<file path="src/rtl/pim_dma_pkg.sv">
// pim_dma_pkg: shared types and constants for the PIM DMA engine.
//   - XLEN / PIM_AW / NPIM: data/address width, PIM word-index width, PIM count
//   - dma_state_e: engine FSM states
//   - DMA_M2P / DMA_P2M: funct3 direction encodings
//   - MEM_SIZE_WORD: full-word byte enables
package pim_dma_pkg;

   localparam int unsigned XLEN   = 32;
   localparam int unsigned PIM_AW = 13;
   localparam int unsigned NPIM   = 4;
   // One extra bit so a count can reach the maximum size without wrapping.
   localparam int unsigned CNT_W  = PIM_AW + 1;

   localparam logic [2:0] DMA_M2P       = 3'b000;
   localparam logic [2:0] DMA_P2M       = 3'b001;
   localparam logic [3:0] MEM_SIZE_WORD = 4'b1111;

   typedef enum logic [1:0] {
      StIdle = 2'd0,
      StXfer = 2'd1,
      StDone = 2'd2
   } dma_state_e;

   function automatic logic is_onehot(input logic [NPIM-1:0] v);
      return (v != '0) && ((v & (v - NPIM'(1))) == '0);
   endfunction

endpackage

</file>
<file path="src/rtl/pim_dma_ctrl_if.sv">
// pim_dma_ctrl_if: command, dmem and PIM signals of the DMA engine.
//   slave  modport: the engine (consumes i_*, drives o_*)
//   master modport: the SoC side (core command, dmem, PIM units)
interface pim_dma_ctrl_if;
   import pim_dma_pkg::*;

   // Core command / status
   logic              i_dma_en;
   logic [2:0]        i_dma_funct3;
   logic [NPIM-1:0]   i_dma_sel_pim;
   logic [PIM_AW-1:0] i_dma_size;
   logic [XLEN-1:0]   i_dma_mem_addr;
   logic              o_dma_busy;
   logic              o_dma_done;
   logic              o_dma_err;
   // dmem arbitration and port
   logic              i_core_req;
   logic              o_core_gnt;
   logic              o_dma_owns_mem;
   logic [XLEN-1:0]   o_mem_addr;
   logic [XLEN-1:0]   o_mem_wr_data;
   logic [3:0]        o_mem_size;
   logic              o_mem_read;
   logic              o_mem_write;
   logic [XLEN-1:0]   i_mem_rd_data;
   // PIM port
   logic [NPIM-1:0]   o_pim_sel;
   logic [PIM_AW-1:0] o_pim_addr;
   logic [XLEN-1:0]   o_pim_wr_data;
   logic              o_pim_read;
   logic              o_pim_write;
   logic [XLEN-1:0]   i_pim_rd_data;

   modport slave (
      input  i_dma_en, i_dma_funct3, i_dma_sel_pim, i_dma_size, i_dma_mem_addr,
      input  i_core_req, i_mem_rd_data, i_pim_rd_data,
      output o_dma_busy, o_dma_done, o_dma_err, o_core_gnt, o_dma_owns_mem,
      output o_mem_addr, o_mem_wr_data, o_mem_size, o_mem_read, o_mem_write,
      output o_pim_sel, o_pim_addr, o_pim_wr_data, o_pim_read, o_pim_write
   );

   modport master (
      output i_dma_en, i_dma_funct3, i_dma_sel_pim, i_dma_size, i_dma_mem_addr,
      output i_core_req, i_mem_rd_data, i_pim_rd_data,
      input  o_dma_busy, o_dma_done, o_dma_err, o_core_gnt, o_dma_owns_mem,
      input  o_mem_addr, o_mem_wr_data, o_mem_size, o_mem_read, o_mem_write,
      input  o_pim_sel, o_pim_addr, o_pim_wr_data, o_pim_read, o_pim_write
   );

endinterface

</file>
<file path="src/rtl/dma_hold_reg.sv">
// dma_hold_reg: one-entry skid register for PIM->mem transfers.
//   clk_i, rst_ni : clock, async active-low reset
//   clr_i         : drop any held word (new command)
//   load_i/data_i : PIM read data present this cycle
//   pop_i         : word consumed by a dmem write this cycle
//   valid_o/data_o: word available (held, or bypassed straight from the PIM)
module dma_hold_reg
   import pim_dma_pkg::*;
(
   input  logic            clk_i,
   input  logic            rst_ni,
   input  logic            clr_i,
   input  logic            load_i,
   input  logic [XLEN-1:0] data_i,
   input  logic            pop_i,
   output logic            valid_o,
   output logic [XLEN-1:0] data_o
);

   logic            hold_v_q, hold_v_d;
   logic [XLEN-1:0] hold_data_q, hold_data_d;

   // Incoming data bypasses the register so an uncontested word costs no
   // extra cycle; it is only captured when the dmem write is blocked.
   always_comb begin
      valid_o     = load_i | hold_v_q;
      data_o      = hold_v_q ? hold_data_q : data_i;
      hold_v_d    = valid_o & ~pop_i & ~clr_i;
      hold_data_d = hold_data_q;
      if (load_i && !hold_v_q) begin
         hold_data_d = data_i;
      end
   end

   always_ff @(posedge clk_i or negedge rst_ni) begin
      if (!rst_ni) begin
         hold_v_q    <= 1'b0;
         hold_data_q <= '0;
      end else begin
         hold_v_q    <= hold_v_d;
         hold_data_q <= hold_data_d;
      end
   end

endmodule

</file>
<file path="src/rtl/pim_dma_ctrl.sv">
// pim_dma_ctrl: word-streaming DMA between dmem and one of NPIM PIM units.
//   i_clk, i_rst_n : clock, async active-low reset
//   bus (slave)    : core command/status, dmem port with core-priority
//                    arbitration, PIM port
module pim_dma_ctrl
   import pim_dma_pkg::*;
(
   input logic           i_clk,
   input logic           i_rst_n,
   pim_dma_ctrl_if.slave bus
);

   dma_state_e       state_q, state_d;
   logic [2:0]       funct3_q;
   logic [NPIM-1:0]  sel_q;
   logic [CNT_W-1:0] size_q;
   logic [XLEN-1:0]  base_q;
   logic             err_q;
   logic [CNT_W-1:0] rd_cnt_q, rd_cnt_d;
   logic [CNT_W-1:0] wr_cnt_q, wr_cnt_d;
   logic             mem_rd_pend_q;
   logic             pim_rd_pend_q;

   logic             accept, legal, p2m, rd_left;
   logic             mem_read, mem_write, pim_read, pim_write;
   logic             hold_v;
   logic [XLEN-1:0]  hold_data;
   logic [CNT_W-1:0] mem_idx;
   logic [XLEN-1:0]  mem_addr;

   assign accept  = (state_q == StIdle) && bus.i_dma_en;
   assign legal   = ((bus.i_dma_funct3 == DMA_M2P) || (bus.i_dma_funct3 == DMA_P2M)) &&
                    is_onehot(bus.i_dma_sel_pim);
   assign p2m     = (funct3_q == DMA_P2M);
   assign rd_left = (rd_cnt_q < size_q);

   dma_hold_reg u_hold (
      .clk_i   (i_clk),
      .rst_ni  (i_rst_n),
      .clr_i   (accept),
      .load_i  (pim_rd_pend_q),
      .data_i  (bus.i_pim_rd_data),
      .pop_i   (mem_write),
      .valid_o (hold_v),
      .data_o  (hold_data)
   );

   // State register
   always_ff @(posedge i_clk or negedge i_rst_n) begin
      if (!i_rst_n) begin
         state_q <= StIdle;
      end else begin
         state_q <= state_d;
      end
   end

   // Next state
   always_comb begin
      state_d = state_q;
      unique case (state_q)
         StIdle: begin
            if (accept) begin
               state_d = (legal && (bus.i_dma_size != '0)) ? StXfer : StDone;
            end
         end
         StXfer: begin
            if (wr_cnt_d == size_q) begin
               state_d = StDone;
            end
         end
         StDone:  state_d = StIdle;
         default: state_d = StIdle;
      endcase
   end

   // Outputs and transfer strobes
   always_comb begin
      mem_read  = 1'b0;
      mem_write = 1'b0;
      pim_read  = 1'b0;
      pim_write = 1'b0;
      if (state_q == StXfer) begin
         if (p2m) begin
            mem_write = hold_v && !bus.i_core_req;
            // Read only if the skid entry is free next cycle.
            pim_read  = rd_left && !(hold_v && !mem_write);
         end else begin
            mem_read  = rd_left && !bus.i_core_req;
            pim_write = mem_rd_pend_q;
         end
      end

      mem_idx  = p2m ? wr_cnt_q : rd_cnt_q;
      mem_addr = base_q + XLEN'({mem_idx, 2'b00});

      bus.o_dma_busy     = (state_q != StIdle);
      bus.o_dma_done     = (state_q == StDone);
      bus.o_dma_err      = (state_q == StDone) && err_q;
      bus.o_core_gnt     = bus.i_core_req;
      bus.o_dma_owns_mem = mem_read || mem_write;
      bus.o_mem_addr     = (mem_read || mem_write) ? mem_addr : '0;
      bus.o_mem_wr_data  = mem_write ? hold_data : '0;
      bus.o_mem_size     = MEM_SIZE_WORD;
      bus.o_mem_read     = mem_read;
      bus.o_mem_write    = mem_write;
      bus.o_pim_sel      = sel_q;
      bus.o_pim_addr     = pim_read  ? rd_cnt_q[PIM_AW-1:0] :
                           pim_write ? wr_cnt_q[PIM_AW-1:0] : '0;
      bus.o_pim_wr_data  = pim_write ? bus.i_mem_rd_data : '0;
      bus.o_pim_read     = pim_read;
      bus.o_pim_write    = pim_write;
   end

   // Word counters
   always_comb begin
      rd_cnt_d = rd_cnt_q + CNT_W'(mem_read || pim_read);
      wr_cnt_d = wr_cnt_q + CNT_W'(mem_write || pim_write);
      if (accept) begin
         rd_cnt_d = '0;
         wr_cnt_d = '0;
      end
   end

   // Command latch and pipeline flags
   always_ff @(posedge i_clk or negedge i_rst_n) begin
      if (!i_rst_n) begin
         funct3_q      <= '0;
         sel_q         <= '0;
         size_q        <= '0;
         base_q        <= '0;
         err_q         <= 1'b0;
         rd_cnt_q      <= '0;
         wr_cnt_q      <= '0;
         mem_rd_pend_q <= 1'b0;
         pim_rd_pend_q <= 1'b0;
      end else begin
         if (accept) begin
            funct3_q <= bus.i_dma_funct3;
            sel_q    <= bus.i_dma_sel_pim;
            size_q   <= CNT_W'(bus.i_dma_size);
            base_q   <= bus.i_dma_mem_addr & ~XLEN'(3);
            err_q    <= !legal;
         end
         rd_cnt_q      <= rd_cnt_d;
         wr_cnt_q      <= wr_cnt_d;
         mem_rd_pend_q <= mem_read;
         pim_rd_pend_q <= pim_read;
      end
   end

endmodule

</file>
<file path="src/flat_wrapper.sv">
// flat-port wrapper written by rule: the top's interface ports become plain ports
module pim_dma_ctrl_flat import pim_dma_pkg::*;
  (i_clk, i_rst_n, bus_i_dma_en, bus_i_dma_funct3, bus_i_dma_sel_pim, bus_i_dma_size, bus_i_dma_mem_addr, bus_i_core_req, bus_i_mem_rd_data, bus_i_pim_rd_data, bus_o_dma_busy, bus_o_dma_done, bus_o_dma_err, bus_o_core_gnt, bus_o_dma_owns_mem, bus_o_mem_addr, bus_o_mem_wr_data, bus_o_mem_size, bus_o_mem_read, bus_o_mem_write, bus_o_pim_sel, bus_o_pim_addr, bus_o_pim_wr_data, bus_o_pim_read, bus_o_pim_write);
  pim_dma_ctrl_if bus_i ();
  input logic i_clk;
  input logic i_rst_n;
  input wire logic [$bits(bus_i.i_dma_en)-1:0] bus_i_dma_en;
  input wire logic [$bits(bus_i.i_dma_funct3)-1:0] bus_i_dma_funct3;
  input wire logic [$bits(bus_i.i_dma_sel_pim)-1:0] bus_i_dma_sel_pim;
  input wire logic [$bits(bus_i.i_dma_size)-1:0] bus_i_dma_size;
  input wire logic [$bits(bus_i.i_dma_mem_addr)-1:0] bus_i_dma_mem_addr;
  input wire logic [$bits(bus_i.i_core_req)-1:0] bus_i_core_req;
  input wire logic [$bits(bus_i.i_mem_rd_data)-1:0] bus_i_mem_rd_data;
  input wire logic [$bits(bus_i.i_pim_rd_data)-1:0] bus_i_pim_rd_data;
  output wire logic [$bits(bus_i.o_dma_busy)-1:0] bus_o_dma_busy;
  output wire logic [$bits(bus_i.o_dma_done)-1:0] bus_o_dma_done;
  output wire logic [$bits(bus_i.o_dma_err)-1:0] bus_o_dma_err;
  output wire logic [$bits(bus_i.o_core_gnt)-1:0] bus_o_core_gnt;
  output wire logic [$bits(bus_i.o_dma_owns_mem)-1:0] bus_o_dma_owns_mem;
  output wire logic [$bits(bus_i.o_mem_addr)-1:0] bus_o_mem_addr;
  output wire logic [$bits(bus_i.o_mem_wr_data)-1:0] bus_o_mem_wr_data;
  output wire logic [$bits(bus_i.o_mem_size)-1:0] bus_o_mem_size;
  output wire logic [$bits(bus_i.o_mem_read)-1:0] bus_o_mem_read;
  output wire logic [$bits(bus_i.o_mem_write)-1:0] bus_o_mem_write;
  output wire logic [$bits(bus_i.o_pim_sel)-1:0] bus_o_pim_sel;
  output wire logic [$bits(bus_i.o_pim_addr)-1:0] bus_o_pim_addr;
  output wire logic [$bits(bus_i.o_pim_wr_data)-1:0] bus_o_pim_wr_data;
  output wire logic [$bits(bus_i.o_pim_read)-1:0] bus_o_pim_read;
  output wire logic [$bits(bus_i.o_pim_write)-1:0] bus_o_pim_write;
  assign bus_i.i_dma_en = bus_i_dma_en;
  assign bus_i.i_dma_funct3 = bus_i_dma_funct3;
  assign bus_i.i_dma_sel_pim = bus_i_dma_sel_pim;
  assign bus_i.i_dma_size = bus_i_dma_size;
  assign bus_i.i_dma_mem_addr = bus_i_dma_mem_addr;
  assign bus_i.i_core_req = bus_i_core_req;
  assign bus_i.i_mem_rd_data = bus_i_mem_rd_data;
  assign bus_i.i_pim_rd_data = bus_i_pim_rd_data;
  assign bus_o_dma_busy = bus_i.o_dma_busy;
  assign bus_o_dma_done = bus_i.o_dma_done;
  assign bus_o_dma_err = bus_i.o_dma_err;
  assign bus_o_core_gnt = bus_i.o_core_gnt;
  assign bus_o_dma_owns_mem = bus_i.o_dma_owns_mem;
  assign bus_o_mem_addr = bus_i.o_mem_addr;
  assign bus_o_mem_wr_data = bus_i.o_mem_wr_data;
  assign bus_o_mem_size = bus_i.o_mem_size;
  assign bus_o_mem_read = bus_i.o_mem_read;
  assign bus_o_mem_write = bus_i.o_mem_write;
  assign bus_o_pim_sel = bus_i.o_pim_sel;
  assign bus_o_pim_addr = bus_i.o_pim_addr;
  assign bus_o_pim_wr_data = bus_i.o_pim_wr_data;
  assign bus_o_pim_read = bus_i.o_pim_read;
  assign bus_o_pim_write = bus_i.o_pim_write;
  pim_dma_ctrl u_core (.i_clk(i_clk), .i_rst_n(i_rst_n), .bus(bus_i));
endmodule
</file>
<file path="config.mk">
export PLATFORM = sky130hd
export DESIGN_NAME = pim_dma_ctrl_flat
export DESIGN_NICKNAME = d
export VERILOG_FILES = /design/src/rtl/pim_dma_pkg.sv /design/src/rtl/pim_dma_ctrl_if.sv /design/src/rtl/dma_hold_reg.sv /design/src/rtl/pim_dma_ctrl.sv /design/src/flat_wrapper.sv
export SDC_FILE = /design/constraint.sdc
export NUM_CORES = 1
export LEC_CHECK = 0
export ABC_AREA = 0
export CORE_MARGIN = 1
export CORE_UTILIZATION = 50
export CTS_CLUSTER_SIZE = 16
export DETAILED_ROUTE_END_ITERATION = 8
export PLACE_DENSITY_LB_ADDON = 0.3
export SYNTH_ARGS = -nofsm -noshare
export SYNTH_HDL_FRONTEND = slang
export SYNTH_HIERARCHICAL = 1
export SYNTH_SLANG_ARGS = --single-unit
export TNS_END_PERCENT = 20
</file>
<file path="constraint.sdc">
create_clock -name i_clk -period 5.2 [get_ports i_clk]
set_input_delay 0.52 -clock i_clk [delete_from_list [all_inputs] [get_ports i_clk]]
set_output_delay 0.52 -clock i_clk [all_outputs]
set_load 0.03 [all_outputs]
</file>
==> metrics.cfg <==
[detailed_routing]
top_layer_used = met4
firstDrtPassIters = 5
wl_um = 21210
met3_length_um = 1193
vias_per_cell = 5.380
avgRoutedWirePerCell_um = 16.17
met2_length_um = 10240
drc = 0
vias = 7059
drt_iter0_markers = 529
met1_length_um = 9304
final_antenna_net_count = 0

[power]
leakage_nw = 5.055
power_density_nw_per_um2 = 308.9
ir_drop_uv = 266.9

[clocking]
ctsHoldBuffers = 0
cts_root_buf = clkbuf_16
tritoncts = yes
numCtsBuffers = 17
clockBufferDepth = 2
cts.clk_slew.worst_paths_ns = 0.05
h-tree-depth = 4
clock_latency_ns = 0.41
cts.sinks = 116

[global_route]
grt_first_pass_wirelength_um = 34160
grt_max_degree = 65
antenna_found_initial = 0
grt.overflow.total = 0
grt_usage_pct = 26.82
grt_pass1_vias = 6768

[timing]
final.setup_skew_ns = 0.01031
finalMaxSlewViolations = 0
setup_violations = 0
fin_tns_setup_ns = 0
rsz0062_at_grt = no
max_freq_ghz = 0.2013
final_hold_viol_count = 0
finalCritPeriodShare_pct = 95.53
min_period_ns = 4.967
slew_headroom_pct = 29.51
worst_slew_pin_slew_ns = 1.057
holdWs_ns = 0.2133

[synthesis]
ys_seq_area_share_pct = 37.13
yosys.area.top_type = dfrtp_1
synth_top_area_share_pct = 37.13
synth_area_leaders = dfrtp_1 37%, nand2_1 8.9%, mux2_4 5.8%
avgSynthCellArea_um2 = 8.956
yosysUniqueCellTypes = 65
synthArstFlopShare_pct = 100.0
synth_ff_type = dfrtp_1
ys_seq_elements = 116
netlist_area_um2 = 7819
syn-instance-count = 873
ys.warnings.count = 6
synth_edf_count = 0

[setup_path]
worstReg2RegEnd = u_core/rd_cnt_q[13]
worstSetupEndpointType = output port
path_class = register to output port
cp.arrival_ns = 4.45
crit_path_start_kind = register
critPathMaxFanout = 8
ff2ff_setup_slack_ns = 0.91
required_ns = 4.68
worstRegToRegCells = 14
worstReg2RegStart = u_core/rd_cnt_q[11]

[placement]
dpl-instance-area_um2 = 10220
dp_hpwl_um = 15280
gp_congestion = 0.8909
io_buffers = 237

[final_layout]
antennaDiodeCount = 0
fill_cells = 1203
multi_input_area_um2 = 4536
fin_area_um2 = 10860
final-seq-area_um2 = 2903
mostFrequentLayoutCells = 228 x clkdlybuf4s50_1, 186 x nand2_1, 116 x dfrtp_1
final_common_cell = clkdlybuf4s50_1
drive_gt1_share_pct = 11.90
area_growth_pct = 38.85
nets = 1240

[die]
die_h_um = 127.1
io_pins = 246
dieArea_um2 = 16140
start_util_pct = 51.24
core-area_um2 = 15260
die_x_um = 127.1
fp-row-count = 45

[worst_hold_path]
hold_path.class = primary input to asynchronous set/reset pin

[run_status]
status = complete, no violations

[flow_run]
maxCapViolations = 0

Yosys cell counts, types with 3 or more instances:
| cell type | instances |
|---|---|
| buf_2 | 10 |
| ha_1 | 30 |
| a211oi_1 | 4 |
| o211ai_1 | 4 |
| nor3_1 | 12 |
| a21oi_1 | 32 |
| o31ai_1 | 9 |
| nor3b_1 | 3 |
| nor2_1 | 48 |
| dfrtp_1 | 116 |
| mux2_2 | 35 |
| xnor2_1 | 18 |
| nand2b_1 | 5 |
| o21ai_0 | 38 |
| inv_1 | 22 |
| a21oi_2 | 3 |
| buf_4 | 9 |
| a21o_1 | 7 |
| or2_2 | 7 |
| nor4_1 | 4 |
| nand3_1 | 15 |
| or3_1 | 12 |
| a22o_1 | 14 |
| and2_1 | 70 |
| buf_1 | 7 |
| buf_6 | 8 |
| xor2_1 | 22 |
| clkbuf_1 | 20 |
| and3_1 | 13 |
| nand4_1 | 16 |
| mux2i_1 | 4 |
| nand2_1 | 186 |
| mux2_4 | 30 |
registers in the layout, summed over array words and instances (netlist names), 2 cells and up:
name	flops
u_core/bus.o_pim_sel	4
u_core/funct3_q	3
u_core/size_q	13
u_core/u_hold/hold_data_q	32
u_core/state_q	2
u_core/base_q	30
u_core/rd_cnt_q	14
u_core/wr_cnt_q	14
repair_timing:
action,4_1_cts,5_1_grt
pin swaps,1,1
gates resized for setup,0,9
setup buffers,2,0
setup endpoints to repair,3,11
how the worst max path moves through the flow:
stage	to	slack [ns]	start	cells past startpoint
2_1_floorplan	bus_o_mem_addr[18]	1.24	u_core/funct3_q[1]	13
3_3_place_gp	bus_o_mem_addr[26]	0.51	u_core/funct3_q[1]	13
3_5_place_dp	bus_o_mem_addr[26]	0.39	u_core/funct3_q[1]	13
4_1_cts	bus_o_mem_addr[22]	0.09	u_core/funct3_q[1]	14
5_1_grt	bus_o_mem_addr[27]	0.03	u_core/funct3_q[1]	13
6_report	bus_o_mem_addr[12]	0.23	u_core/funct3_q[1]	13
per-stage QoR:
step | instances | utilization (%) | setup slack [ns] | power (mW)
floorplan | 877 | - | 1.242 | 1.878
global route | 1312 | 71.15 | 0.03256 | 3.537
detailed placement | 1279 | 66.97 | 0.3933 | 2.174
global placement | 1279 | 66.97 | 0.5054 | 2.136
finish | 1312 | 71.15 | 0.2327 | 3.353
CTS | 1312 | 71.00 | 0.09284 | 3.370
cell families after synthesis:
family	after synthesis	synth area share [%]
multiplexers	69	11.31
adder cells (fa/ha/maj)	31	5.057
buffers and inverters	78	5.105
flip-flops	116	37.13
XOR/XNOR	41	4.769
AO/OA/AOI/OAI	127	10.79
AND/OR/NAND/NOR	409	25.75
other	2	0.09605
final cells by class:
type                    instances  share of cell area (%)
clock inverters                13                   1.475
multi-input cells             683                   41.78
well taps                     211                   2.432
clock buffers                  18                   4.045
inverters                      24                  0.8298
repair buffers                247                   22.70
flip-flops and latches        116                   26.74
worst max-delay path, stage by stage (launching register included):
cell,delay (ns)
dfrtp_1,0.39
or3b_2,0.59
nand2_1,0.11
nand2_1,0.11
ha_1,0.25
fa_1,0.42
a21o_1,0.19
a21o_1,0.23
a2111oi_4,0.46
o31ai_1,0.15
a21oi_1,0.24
xor2_1,0.11
nor2_1,0.10
clkdlybuf4s50_1,0.70
layer usage:
layer | global-route usage [%] | vias up
li1 | - | 3395
met2 | 43.92 | 255
met3 | 5.109 | 35
met4 | 8.613 | 0
met5 | 0 | -
met1 | 35.95 | 3374
power breakdown:
part           switching (mW)  internal (mW)
sequential              0.163           1.14
clock                   0.418          0.761
combinational           0.408          0.460
Power figures use the tool's default switching activity.
